--- src/rtl/iterative_math_unit.sv ---
// Iterative POWER / FACTORIAL / MULTIPLY unit built around one shared W x W multiplier.
// Optional build macro ITERATIVE_MATH_UNIT_SAT_EN: an overflowed result is reported as all ones.
module iterative_math_unit #(
    parameter int W = 16
) (
    input  logic         clk,
    input  logic         rst,
    input  logic         start,
    input  logic [1:0]   op,
    input  logic [W-1:0] operand_a,
    input  logic [W-1:0] operand_b,
    output logic         busy,
    output logic         done,
    output logic [W-1:0] result,
    output logic         ovf,
    output logic         err
);

`ifdef ITERATIVE_MATH_UNIT_SAT_EN
    localparam bit SAT = 1'b1;
`else
    localparam bit SAT = 1'b0;
`endif

    localparam logic [1:0] OP_POWER = 2'b00;
    localparam logic [1:0] OP_FACT  = 2'b01;
    localparam logic [1:0] OP_MUL   = 2'b10;

    typedef enum logic [1:0] {IDLE, RUN, DONE} state_t;

    state_t       state_reg;
    logic [1:0]   op_reg;
    logic [W-1:0] a_reg;
    logic [W-1:0] b_reg;
    logic [W-1:0] acc_reg;
    logic [W-1:0] cnt_reg;
    logic         ovf_run_reg;
    logic         busy_reg;
    logic         done_reg;
    logic [W-1:0] result_reg;
    logic         ovf_reg;
    logic         err_reg;

    logic [W-1:0]   mul_x;
    logic [W-1:0]   mul_y;
    logic [2*W-1:0] product;
    logic           prod_hi;
    logic           fin;
    logic [W-1:0]   fin_val;
    logic           fin_ovf;
    logic           fin_err;

    // Operand selection for the single multiplier, steered by the latched op.
    always_comb begin
        mul_x = acc_reg;
        mul_y = a_reg;
        case (op_reg)
            OP_FACT: mul_y = cnt_reg;
            OP_MUL: begin
                mul_x = a_reg;
                mul_y = b_reg;
            end
            default: mul_y = a_reg;
        endcase
        product = {{W{1'b0}}, mul_x} * {{W{1'b0}}, mul_y};
        prod_hi = |product[2*W-1:W];
    end

    // Decide whether this RUN cycle finishes and what value/flags it finishes with.
    always_comb begin
        fin     = 1'b0;
        fin_val = acc_reg;
        fin_ovf = ovf_run_reg;
        fin_err = 1'b0;
        case (op_reg)
            OP_POWER: fin = (cnt_reg == '0);
            OP_FACT:  fin = (cnt_reg <= W'(1));
            OP_MUL: begin
                fin     = 1'b1;
                fin_val = product[W-1:0];
                fin_ovf = prod_hi;
            end
            default: begin
                fin     = 1'b1;
                fin_val = '0;
                fin_ovf = 1'b0;
                fin_err = 1'b1;
            end
        endcase
    end

    always_ff @(posedge clk) begin
        if (rst) begin
            state_reg   <= IDLE;
            op_reg      <= 2'b00;
            a_reg       <= '0;
            b_reg       <= '0;
            acc_reg     <= '0;
            cnt_reg     <= '0;
            ovf_run_reg <= 1'b0;
            busy_reg    <= 1'b0;
            done_reg    <= 1'b0;
            result_reg  <= '0;
            ovf_reg     <= 1'b0;
            err_reg     <= 1'b0;
        end else begin
            case (state_reg)
                IDLE: begin
                    done_reg <= 1'b0;
                    if (start) begin
                        op_reg      <= op;
                        a_reg       <= operand_a;
                        b_reg       <= operand_b;
                        acc_reg     <= W'(1);
                        cnt_reg     <= (op == OP_POWER) ? operand_b : operand_a;
                        ovf_run_reg <= 1'b0;
                        ovf_reg     <= 1'b0;
                        err_reg     <= 1'b0;
                        busy_reg    <= 1'b1;
                        state_reg   <= RUN;
                    end
                end
                RUN: begin
                    if (fin) begin
                        acc_reg    <= fin_val;
                        result_reg <= (SAT && fin_ovf) ? {W{1'b1}} : fin_val;
                        ovf_reg    <= fin_ovf;
                        err_reg    <= fin_err;
                        busy_reg   <= 1'b0;
                        done_reg   <= 1'b1;
                        state_reg  <= DONE;
                    end else begin
                        // Keep the wrapped low half; any high bit makes overflow sticky.
                        acc_reg     <= product[W-1:0];
                        cnt_reg     <= cnt_reg - W'(1);
                        ovf_run_reg <= ovf_run_reg | prod_hi;
                    end
                end
                DONE: begin
                    done_reg  <= 1'b0;
                    state_reg <= IDLE;
                end
                default: begin
                    busy_reg  <= 1'b0;
                    done_reg  <= 1'b0;
                    state_reg <= IDLE;
                end
            endcase
        end
    end

    assign busy   = busy_reg;
    assign done   = done_reg;
    assign result = result_reg;
    assign ovf    = ovf_reg;
    assign err    = err_reg;

endmodule
--- config.mk ---
export PLATFORM = sky130hd
export DESIGN_NAME = iterative_math_unit
export DESIGN_NICKNAME = d
export VERILOG_FILES = /design/src/rtl/iterative_math_unit.sv
export SDC_FILE = /design/constraint.sdc
export NUM_CORES = 1
export LEC_CHECK = 0
export ABC_AREA = 1
export ABC_CLOCK_PERIOD_IN_PS = 16800
export CORE_MARGIN = 1.5
export CORE_UTILIZATION = 50
export CTS_CLUSTER_DIAMETER = 100
export DETAILED_ROUTE_END_ITERATION = 10
export PLACE_DENSITY_LB_ADDON = 0.2
export SLEW_MARGIN = 40
export SYNTH_ARGS = -nofsm -noshare
export SYNTH_HDL_FRONTEND = slang
export SYNTH_SLANG_ARGS = --single-unit
--- constraint.sdc ---
create_clock -name clk -period 16.8 [get_ports clk]
set_input_delay 4.2 -clock clk [delete_from_list [all_inputs] [get_ports clk]]
set_output_delay 4.2 -clock clk [all_outputs]
set_load 0.02 [all_outputs]
==> reports/qor.csv <==
stage,metric,value,unit
power,p_per_area,103,mW/mm^2
clock_network,hold_buffers,0,
finish,fin_cells,2269,
timing,post-route-period-util,0.478,
finish,final_cell_mix,"nand2_1, inv_1, nor2_1",
finish,final_area,0.0147,mm^2
clock_network,clkTransAtPathRegs,70,ps
critical_path,cp_max_fo,22,
floorplanning,fp.dieArea,0.0279,mm^2
timing,final_hold_viol_count,0,
critical_path,start_kind,flop,
placement,dpl_cell_area,0.0144,mm^2
synth,avgSynthCellArea,7.10,um^2
routing,drtPass1Iterations,5,
routing,post_drt_via_cell_ratio,5.30,
global_route,grt_usage,0.292,
critical_path,critPathMaxStageDelay,570,ps
power,internal_power,0.000729,W
global_route,antenna_found_initial,0,
critical_path,cpLargestDelayFamily,adder cells,
synth,synth_nets,2242,
power,clkPwrFrac,0.151,
critical_path,arrival,8240,ps
power,seqPwrFrac,0.168,
clock_network,post_cts_buffers,0,
finish,nNetsFinal,2272,
routing,drc_errors,0,
routing,finalWirelength,38500,um
timing,drv_slew,0,
floorplanning,die_w,167,um
clock_network,h-tree-depth,3,
placement,place_inst,2253,
timing,finClkSkew,8.30,ps
clock_network,cts.repair.resized,0,
timing,rsz0062_at_grt,false,
floorplanning,io_pins,57,
routing,wire_per_inst,17.0,um
timing,fmax,125,MHz
power,combPwrFrac,0.681,
clock_network,cts_buffers,9,
job,cap_violations,0,
critical_path,reg2reg_depth,32,
worst_hold_path,hold_path_depth,2,
global_route,grt_first_pass_wirelength,63900,um
finish,final.fill_count,2543,
critical_path,cp_slowest_cell,fa_1,
synth,ys_ff_latch,89,
placement,port_buffers,56,
placement,place.gp.congestion,0.931,
finish,final_layout_size_suffix_gt1_frac,0.0367,
clock_network,cts_root_buffer,clkbuf_16,
global_route,grt_pass1_vias,11900,
finish,final_common_cell,nand2_1,
synth,synthFlopType,dfxtp_1,
clock_network,cts.sink_count,89,
timing,min_period,8030,ps
synth,synth_cell_types,45,
routing,drt-initial-drc-count,1200,
synth,synth_edf_count,0,
routing,top_layer_used,met4,
clock_network,clk_latency,350,ps
critical_path,path_common_cell,nand2_1,
timing,setup_viol,0,
routing,wl_met1,17600,um
run_status,status,completed,
global_route,grt_overflow,0,
global_route,grt_max_degree,49,
synth,synth-seq-area-share,0.132,
placement,place_hpwl,31900,um
floorplanning,row_count,59,
synth,synth_warnings,0,
floorplanning,core_area,0.0263,mm^2
floorplanning,initial_core_util,0.513,
timing,relSlewSlack,0.460,
critical_path,cp_num_buf_inv,6,
synth,synth_area,0.0135,mm^2
routing,dr_total_vias,12000,
power,netSwitchingFraction,0.516,
clock_network,cts_buffer_depth,2,
power,p_switching,0.000778,W
critical_path,end_kind,flop,
routing,ant_nets,0,
synth,async_flop_share,0,
floorplanning,chipHeight,167,um
finish,area_growth,9.03,%
critical_path,cp.depth,32,
worst_hold_path,hold_path_class,reg2reg,
clock_network,cts_tree,done,
power,ir_drop,0.0613,mV
synth,synthCells,1899,
finish,antenna_cells,0,
timing,setup_total_negative_slack,0,ps
timing,worstMarginPinSlew,804,ps
critical_path,worstPathRequired,17010,ps
power,power.leakage,6.93,nW
routing,wl_met3,3190,um
critical_path,crit_type,reg2reg,
routing,dr_wl_met2,16800,um
## worst reg2reg max path: cells and delay by family (launching register included)
kind                       cells  cell delay, ps
and+or+nand+nor               16            2050
AOI/OAI and AO/OA              2             450
adders and majority gates      8            3980
DFF                            1             410
buffers and inverters          6            1030
## stage by stage
| step | setup WS (ps) | utilization | power [W] | hold WS, ps |
|---|---|---|---|---|
| after floorplan | 10290 | - | 0.000954 | 444 |
| after global placement | 9060 | 0.545 | 0.00126 | 449 |
| after detailed placement | 8970 | 0.546 | 0.00126 | 455 |
| after CTS | 8880 | 0.559 | 0.00150 | 466 |
| after global routing | 8200 | 0.559 | 0.00166 | 483 |
| final | 8770 | 0.559 | 0.00151 | 465 |
## cell families (layout without fill, tap and decap cells)
logic type / Yosys count / count (layout) / synth area share
simple gates: 766 / 766 / 0.226
buf+inv: 466 / 501 / 0.133
fa+ha+maj: 306 / 306 / 0.392
compound gates: 254 / 254 / 0.105
flops: 89 / 89 / 0.132
xor+xnor: 17 / 17 / 0.0111
mux: 1 / 1 / 0.000743
## synth_stat cells (8+ instances only)
| cell type | count | share of area |
|---|---|---|
| nor3_1 | 9 | 0.0033 |
| dfxtp_1 | 89 | 0.13 |
| ha_1 | 112 | 0.10 |
| o21ai_1 | 8 | 0.0030 |
| o21ai_0 | 95 | 0.035 |
| clkbuf_1 | 43 | 0.012 |
| nor2_1 | 233 | 0.065 |
| clkinv_1 | 9 | 0.0025 |
| a211oi_1 | 10 | 0.0056 |
| xnor2_1 | 11 | 0.0071 |
| o22ai_1 | 14 | 0.0065 |
| nand4_1 | 10 | 0.0046 |
| nand2_1 | 454 | 0.13 |
| inv_1 | 398 | 0.11 |
| fa_1 | 194 | 0.29 |
| o21a_1 | 8 | 0.0045 |
| nand3_1 | 36 | 0.013 |
| a21oi_1 | 95 | 0.035 |
## path summary, 6_finish.rpt
check	startpoint	slack [ps]	end
worst min register to register	acc_reg[9]	460	acc_reg[9]
worst max-delay path	op_reg[0]	8770	ovf
worst min-delay path	acc_reg[9]	460	acc_reg[9]
worst max register to register	op_reg[0]	8770	ovf
## power by group through the flow
stage,sequential [W],clock [W],combinational (W)
global route,0.000256,0.000242,0.00116
detailed placement,0.000257,0,0.00100
CTS,0.000253,0.000227,0.00102
floorplan,0.000254,0,0.000700
finish,0.000254,0.000227,0.00103
global placement,0.000257,0,0.000999
## routing by layer
metal  vias up  track usage
li1       5815            -
met1      5698        0.423
met2       449        0.442
met3        65       0.0676
met4         0       0.0713
met5         -            0
## cell type report
cell class / count / area [um^2] / share of cell area
repair buffers: 73 / 686 / 0.0467
clock buffers: 10 / 239 / 0.0163
clock inverters: 6 / 95.1 / 0.00647
multi-input cells: 1344 / 9920 / 0.675
flip-flops and latches: 89 / 1780 / 0.121
well taps: 335 / 419 / 0.0285
inverters: 412 / 1550 / 0.105
Note: power is estimated with default switching activity, not from simulation.
